`src/rtl/cpu_types_pkg.sv`:
```
// Shared CPU pipeline types: occupancy encoding for pipeline latches
// and the packed inter-stage bundles they carry.
package cpu_types_pkg;

    typedef enum logic [1:0] {
        OCC_EMPTY = 2'd0,
        OCC_ONE   = 2'd1,
        OCC_TWO   = 2'd2
    } pipe_occ_t;

    typedef struct packed {
        logic [4:0]  rd;
        logic [4:0]  rs1;
        logic [4:0]  rs2;
        logic [3:0]  alu_op;
        logic        we;
        logic [11:0] imm;
    } id_ex_t;

    localparam int ID_EX_W = $bits(id_ex_t);

endpackage

```
`src/rtl/pipe_skid_latch_sat_counter.sv`:
```
// Saturating up-counter with a 0..3 increment per cycle.
// Synchronous active-high reset; holds at all-ones instead of wrapping.
module sat_counter #(
    parameter int W = 16
) (
    input  logic         CLK,
    input  logic         RST,
    input  logic         inc_en,
    input  logic [1:0]   inc_amt,
    output logic [W-1:0] count
);

    logic [W-1:0] count_q;
    logic [W-1:0] count_d;
    logic [W+1:0] sum;

    always_comb begin
        sum     = {2'b00, count_q} + {{W{1'b0}}, inc_amt};
        count_d = count_q;
        if (inc_en) begin
            // Clamp at the all-ones value so the count never wraps.
            if (sum > {2'b00, {W{1'b1}}}) begin
                count_d = {W{1'b1}};
            end else begin
                count_d = sum[W-1:0];
            end
        end
    end

    always_ff @(posedge CLK) begin
        if (RST) begin
            count_q <= '0;
        end else begin
            count_q <= count_d;
        end
    end

    assign count = count_q;

endmodule

```
`src/rtl/pipe_skid_latch.sv`:
```
// Generic pipeline register with a 2-entry skid buffer: upstream ready
// comes from a flop, with flush, hold and saturating stall/drop counters.
module pipe_skid_latch
    import cpu_types_pkg::*;
#(
    parameter int                DATA_W         = 32,
    parameter logic [DATA_W-1:0] RST_VAL        = '0,
    parameter bit                CLEAR_ON_FLUSH = 1'b1,
    parameter int                CNT_W          = 16
) (
    input  logic              CLK,
    input  logic              RST,
    input  logic              flush,
    input  logic              hold,
    input  logic              in_valid,
    output logic              in_ready,
    input  logic [DATA_W-1:0] in_data,
    output logic              out_valid,
    input  logic              out_ready,
    output logic [DATA_W-1:0] out_data,
    output logic [1:0]        occupancy,
    output logic [CNT_W-1:0]  stall_cnt,
    output logic [CNT_W-1:0]  drop_cnt
);

    pipe_occ_t         occ_q;
    pipe_occ_t         occ_d;
    logic [DATA_W-1:0] m_data_q;
    logic [DATA_W-1:0] m_data_d;
    logic [DATA_W-1:0] s_data_q;
    logic [DATA_W-1:0] s_data_d;

    logic       m_valid;
    logic       s_valid;
    logic       accept;
    logic       fire;
    logic       stall_en;
    logic [1:0] drop_amt;

    assign m_valid = (occ_q != OCC_EMPTY);
    assign s_valid = (occ_q == OCC_TWO);

    // Only hold and RST are combinational; s_valid is a decode of a flop.
    assign in_ready  = !s_valid && !hold && !RST;
    assign accept    = in_valid && in_ready;
    assign fire      = m_valid && out_ready;
    assign out_valid = m_valid;
    assign out_data  = m_data_q;
    assign occupancy = occ_q;

    always_comb begin
        occ_d    = occ_q;
        m_data_d = m_data_q;
        s_data_d = s_data_q;
        if (flush) begin
            occ_d = OCC_EMPTY;
            if (CLEAR_ON_FLUSH) begin
                m_data_d = RST_VAL;
                s_data_d = RST_VAL;
            end
        end else begin
            unique case (occ_q)
                OCC_EMPTY: begin
                    if (accept) begin
                        occ_d    = OCC_ONE;
                        m_data_d = in_data;
                    end
                end
                OCC_ONE: begin
                    if (accept && fire) begin
                        m_data_d = in_data;
                    end else if (accept) begin
                        occ_d    = OCC_TWO;
                        s_data_d = in_data;
                    end else if (fire) begin
                        occ_d = OCC_EMPTY;
                    end
                end
                OCC_TWO: begin
                    if (fire) begin
                        occ_d    = OCC_ONE;
                        m_data_d = s_data_q;
                    end
                end
                default: occ_d = OCC_EMPTY;
            endcase
        end
    end

    always_ff @(posedge CLK) begin
        if (RST) begin
            occ_q    <= OCC_EMPTY;
            m_data_q <= RST_VAL;
            s_data_q <= RST_VAL;
        end else begin
            occ_q    <= occ_d;
            m_data_q <= m_data_d;
            s_data_q <= s_data_d;
        end
    end

    // A fire in the flush cycle is delivered, so it is not a drop.
    assign drop_amt = occupancy - {1'b0, fire} + {1'b0, accept};
    assign stall_en = m_valid && !out_ready && !flush;

    sat_counter #(.W(CNT_W)) u_stall_cnt (
        .CLK     (CLK),
        .RST     (RST),
        .inc_en  (stall_en),
        .inc_amt (2'd1),
        .count   (stall_cnt)
    );

    sat_counter #(.W(CNT_W)) u_drop_cnt (
        .CLK     (CLK),
        .RST     (RST),
        .inc_en  (flush),
        .inc_amt (drop_amt),
        .count   (drop_cnt)
    );

endmodule

```
`config.mk`:
```
export PLATFORM = sky130hd
export DESIGN_NAME = pipe_skid_latch
export DESIGN_NICKNAME = d
export VERILOG_FILES = /design/src/rtl/cpu_types_pkg.sv /design/src/rtl/pipe_skid_latch_sat_counter.sv /design/src/rtl/pipe_skid_latch.sv
export SDC_FILE = /design/constraint.sdc
export NUM_CORES = 1
export LEC_CHECK = 0
export BUFFER_PORTS_ARGS = -buffer_cell sky130_fd_sc_hd__buf_2
export CAP_MARGIN = 20
export CORE_MARGIN = 2
export CORE_UTILIZATION = 53
export CTS_CLUSTER_SIZE = 40
export DETAILED_ROUTE_END_ITERATION = 12
export HOLD_SLACK_MARGIN = 0.05
export PLACE_DENSITY = 0.79
export SETUP_SLACK_MARGIN = 0.3
export SYNTH_ARGS = -nofsm -noshare
export SYNTH_HDL_FRONTEND = slang
export SYNTH_SLANG_ARGS = --single-unit
```
`constraint.sdc`:
```
create_clock -name CLK -period 4.7 [get_ports CLK]
set_input_delay 0.235 -clock CLK [delete_from_list [all_inputs] [get_ports CLK]]
set_output_delay 0.235 -clock CLK [all_outputs]
set_load 0.02 [all_outputs]
```
==> flow_results.org <==
** Power and ir drop
- For this design the ratio of total power to cell area is 291 nW/um2.
- Maximum VDD drop :: 0.000146 V
- For this design the static power due to leakage is 2.24 nW.

** Run
- Max-Cap Viols :: 0

** Finish
- The layout has 744 filler cells.
- Share of the core filled with cells :: 63.7%
- The finished cells cover 5150 um2.
- 0 antenna diodes ended up in the layout.
- Layout Area Growth over Synthesis :: 17.7%
- At the end of the flow, the number of nets in the layout was 631.
- Share of cells above drive strength 1 :: 24.3%

** CTS
- CTS built an H-tree with a depth of 3.
- TritonCTS built the clock tree.
- The clock net in this run drives a total of 98 sinks.
- The number of setup buffers added after CTS is 0.
- Post-CTS repair changed the size of 0 cells.
- Clock-pin slew was measured on the worst setup and hold paths at 0.10 ns.
- For this design, the CTS-stage hold fixing added 0 buffers.
- Clock root cell :: sky130_fd_sc_hd__clkbuf_8
- Source-to-sink clock delay at the later pin of the worst-skew pair :: 0.37 ns
- Counting along the longest clock path gives a buffer depth of 2.
- Clock buffer count from CTS :: 9

** Critical path
- Worst Setup EP :: u_drop_cnt.count[11]
- Cell with the largest stage delay on the worst path :: sky130_fd_sc_hd__or3b_1
- Measured in cells, the most critical reg-to-reg path has a length of 13.
- Setup Crit Path Kind :: register to register
- End of the worst register-to-register path :: u_drop_cnt.count[11]
- STA classifies the critical path startpoint as a register.
- Cell mode on critical path :: sky130_fd_sc_hd__inv_1
- The signal on the critical path passes through nor2_1, inv_1, nand2_1, ha_1, inv_1, ha_1, xnor2_1, xnor2_1, inv_1, fa_1, nor3_1, or3b_1, a21oi_1.
- In this design, the stage delay of the slowest critical-path cell is 0.57 ns.
- The startpoint identified for the worst register-to-register timing path is occupancy[1].
- Kind of end point of the critical path :: register
- Across all register-to-register paths, the minimum setup slack is 1.23 ns.
- At the worst endpoint, the required time is 5.00 ns.
- Crit path from :: occupancy[1]
- Of all nets on the critical path, the largest fanout is 12.
- Worst EP arrival :: 3.77 ns

** Synthesis
- Summing every instance area after synthesis gives 4380 um2.
- Number of nets produced by synthesis :: 542
- During synthesis, Yosys emitted a total of 0 warnings.
- Unique masters post-synth :: 42
- Register area share after synthesis :: 44.8%
- Counting flops with an async set or reset pin after synthesis yields a share of 0%.
- Average cell area after synthesis :: 8.86 um2
- Proportion of netlist area held by the largest area contributor :: 44.8%
- Yosys mapped a number of flops with a built-in enable equal to 0.
- Synthesis handed over a netlist of 494 instances.
- Number of synthesized register bits :: 98
- Yosys attributes the largest share of cell area to sky130_fd_sc_hd__dfxtp_1 45%, sky130_fd_sc_hd__mux2i_1 7.8%, sky130_fd_sc_hd__nand2_1 6.8%, sky130_fd_sc_hd__a21oi_1 6.3%, sky130_fd_sc_hd__a211oi_1 4.5%.
- Most used flip-flop cell after synthesis :: sky130_fd_sc_hd__dfxtp_1
- sky130_fd_sc_hd__dfxtp_1 takes more of the synthesized area than any other cell.

** Global route
- Via count of the first global-routing pass :: 3354
- The number of antenna violations at the first check in global routing is 0.
- Total overflow reported by the global router :: 0
- GRT Total Usage :: 21.1%
- Pin count of the biggest net entering global routing :: 67
- The first global-routing pass estimated 15100 um of wire.

** Placed design
- Summing all placed instances gives a cell area of 4920 um2.
- Post-placement setup slack :: 1.26 ns
- Routability-driven placement finished with a final weighted congestion of 0.830.
- Port buffering added 105 buffers.
- The wire-length estimate of the detail-placed layout is 6450 um.

** Route
- The detailed router finished its first iteration with 105 violations.
- Detailed Route WL :: 9480 um
- In the routed design, unresolved DRC markers number 0.
- Average via count per standard cell :: 5.33
- Detailed-route wire length per cell :: 13.7 um
- ANT nets after route :: 0
- Vias :: 3694
- Router iterations before antenna repair :: 4

** STA
- After layout, the worst path uses 73.8% of the clock period.
- Headroom to the max-slew limit :: 38.7%
- Setup TNS :: 0 ns
- Setup repair after global routing left no endpoint under its margin.
- Hold violation count in the final report :: 0
- Final worst-path setup slack :: 1.23 ns
- Between clock sinks in the finished design, the worst skew comes to 0.0126 ns.
- The number of slew-limit violations in the final report was 0.
- Transition time at the pin with the least slew margin :: 0.912 ns
- Highest Clock Rate :: 0.288 GHz
- Final setup violating endpoints :: 0
- Min cycle time layout :: 3.47 ns

** Floorplanning
- Chip height :: 94.9 um
- The floorplan has 33 rows.
- The die covers 9000 um2.
- Initial core utilization :: 54.1%
- The core region is 8090 um2.
- The die is 94.9 um wide.
- I/O pins :: 106

** Min path
- In this run the worst hold path is classified as input port to register.

** Outcome
- Run status :: finished clean
-- cell type report --
type | instances | area [um2] | area share (%)
multi-input cells | 354 | 2210 | 43.0
flip-flops and latches | 98 | 1960 | 38.1
repair buffers | 111 | 611 | 11.9
well taps | 105 | 131 | 2.55
clock buffers | 10 | 128 | 2.48
clock inverters | 6 | 72.6 | 1.41
inverters | 9 | 33.8 | 0.656
-- report_power, final --
| group | leakage (nW) | switching (mW) | internal, mW |
|---|---|---|---|
| Clock | 0.0979 | 0.301 | 0.253 |
| Sequential | 0.791 | 0.00498 | 0.838 |
| Combinational | 1.35 | 0.0634 | 0.0370 |
| Total | 2.24 | 0.369 | 1.13 |
-- state kept, by name, indices dropped and copies added (netlist names) --
| name | count |
|---|---|
| out_data | 32 |
| s_data_q | 32 |
| u_drop_cnt.count | 16 |
| u_stall_cnt.count | 16 |
| occupancy | 2 |
-- cell families (layout without fill, tap and decap cells) --
group | Yosys count | in the layout | share of synthesized area [%]
AND/OR/NAND/NOR | 181 | 181 | 19.3
AO/OA/AOI/OAI | 107 | 107 | 16.0
flip-flops | 98 | 98 | 44.8
buffers and inverters | 42 | 136 | 4.69
multiplexers | 34 | 34 | 7.77
XOR/XNOR | 22 | 22 | 4.40
adder cells (fa/ha/maj) | 10 | 10 | 3.03
-- synth_stat cells (3+ instances only) --
cell type                   n
sky130_fd_sc_hd__a211oi_1  26
sky130_fd_sc_hd__a211oi_2   8
sky130_fd_sc_hd__a21oi_1   55
sky130_fd_sc_hd__a31oi_1    5
sky130_fd_sc_hd__and2_1     3
sky130_fd_sc_hd__and3_1     3
sky130_fd_sc_hd__and4_1     4
sky130_fd_sc_hd__buf_2     14
sky130_fd_sc_hd__buf_6      3
sky130_fd_sc_hd__clkbuf_1  14
sky130_fd_sc_hd__dfxtp_1   98
sky130_fd_sc_hd__ha_1       9
sky130_fd_sc_hd__inv_1      9
sky130_fd_sc_hd__mux2i_1   34
sky130_fd_sc_hd__nand2_1   79
sky130_fd_sc_hd__nand2b_1   3
sky130_fd_sc_hd__nand3_1   10
sky130_fd_sc_hd__nand4_1    9
sky130_fd_sc_hd__nor2_1    48
sky130_fd_sc_hd__nor2b_1    4
sky130_fd_sc_hd__nor3_1     7
sky130_fd_sc_hd__o21a_1     3
sky130_fd_sc_hd__o21ai_0    5
sky130_fd_sc_hd__xnor2_1    8
sky130_fd_sc_hd__xor2_1    14
-- per-stage QoR --
stage / hold WS, ns / power [mW] / instances
2_1_floorplan: 0.371 / 0.926 / 494
3_3_place_gp: 0.441 / 0.960 / 675
3_5_place_dp: 0.446 / 0.963 / 676
4_1_cts: 0.0937 / 1.51 / 692
5_1_grt: 0.100 / 1.56 / 693
6_report: 0.102 / 1.50 / 693
-- how the worst min path moves through the flow --
| stage | startpoint | to | cells past startpoint |
|---|---|---|---|
| after floorplan | in_data[0] | s_data_q[0] | 2 |
| after global placement | s_data_q[5] | s_data_q[5] | 2 |
| after detailed placement | s_data_q[2] | s_data_q[2] | 2 |
| after CTS | in_data[2] | s_data_q[2] | 3 |
| after global routing | in_data[29] | s_data_q[29] | 3 |
| final | in_data[4] | s_data_q[4] | 3 |
-- cell usage in the layout (no fill, tap or decap), drive strengths merged, types with 2 or more instances in the layout --
| cell type | count |
|---|---|
| ha | 9 |
| nand2 | 80 |
| o21ai | 7 |
| clkbuf | 10 |
| o21a | 3 |
| nor2 | 48 |
| and4 | 4 |
| and3 | 3 |
| inv | 12 |
| mux2i | 34 |
| nand4 | 9 |
| nand3 | 10 |
| a211oi | 34 |
| buf | 111 |
| or2 | 2 |
| xnor2 | 8 |
| dfxtp | 98 |
| nand2b | 3 |
| xor2 | 14 |
| nor3 | 7 |
| a31oi | 5 |
| a21oi | 55 |
| nor4 | 3 |
| and2 | 3 |
| nor2b | 4 |
-- layer usage --
metal / track usage (%) / share of wire (%) / up-vias
li1: - / - / 1888
met3: 5.19 / 4.7 / 14
met2: 35.0 / 47 / 69
met1: 26.2 / 46 / 1723
met5: 0 / 0 / -
met4: 8.82 / 2.0 / 0
-- critical path, delay by kind of cell, from the launching register on --
kind | cells | cell delay [ns]
and+or+nand+nor | 4 | 1.11
AOI/OAI and AO/OA | 1 | 0.21
adders and majority gates | 3 | 0.92
DFF | 1 | 0.56
xor gates and xnor gates | 2 | 0.39
buffers and inverters | 3 | 0.23
No activity file was read; power rests on OpenSTA's default activity.
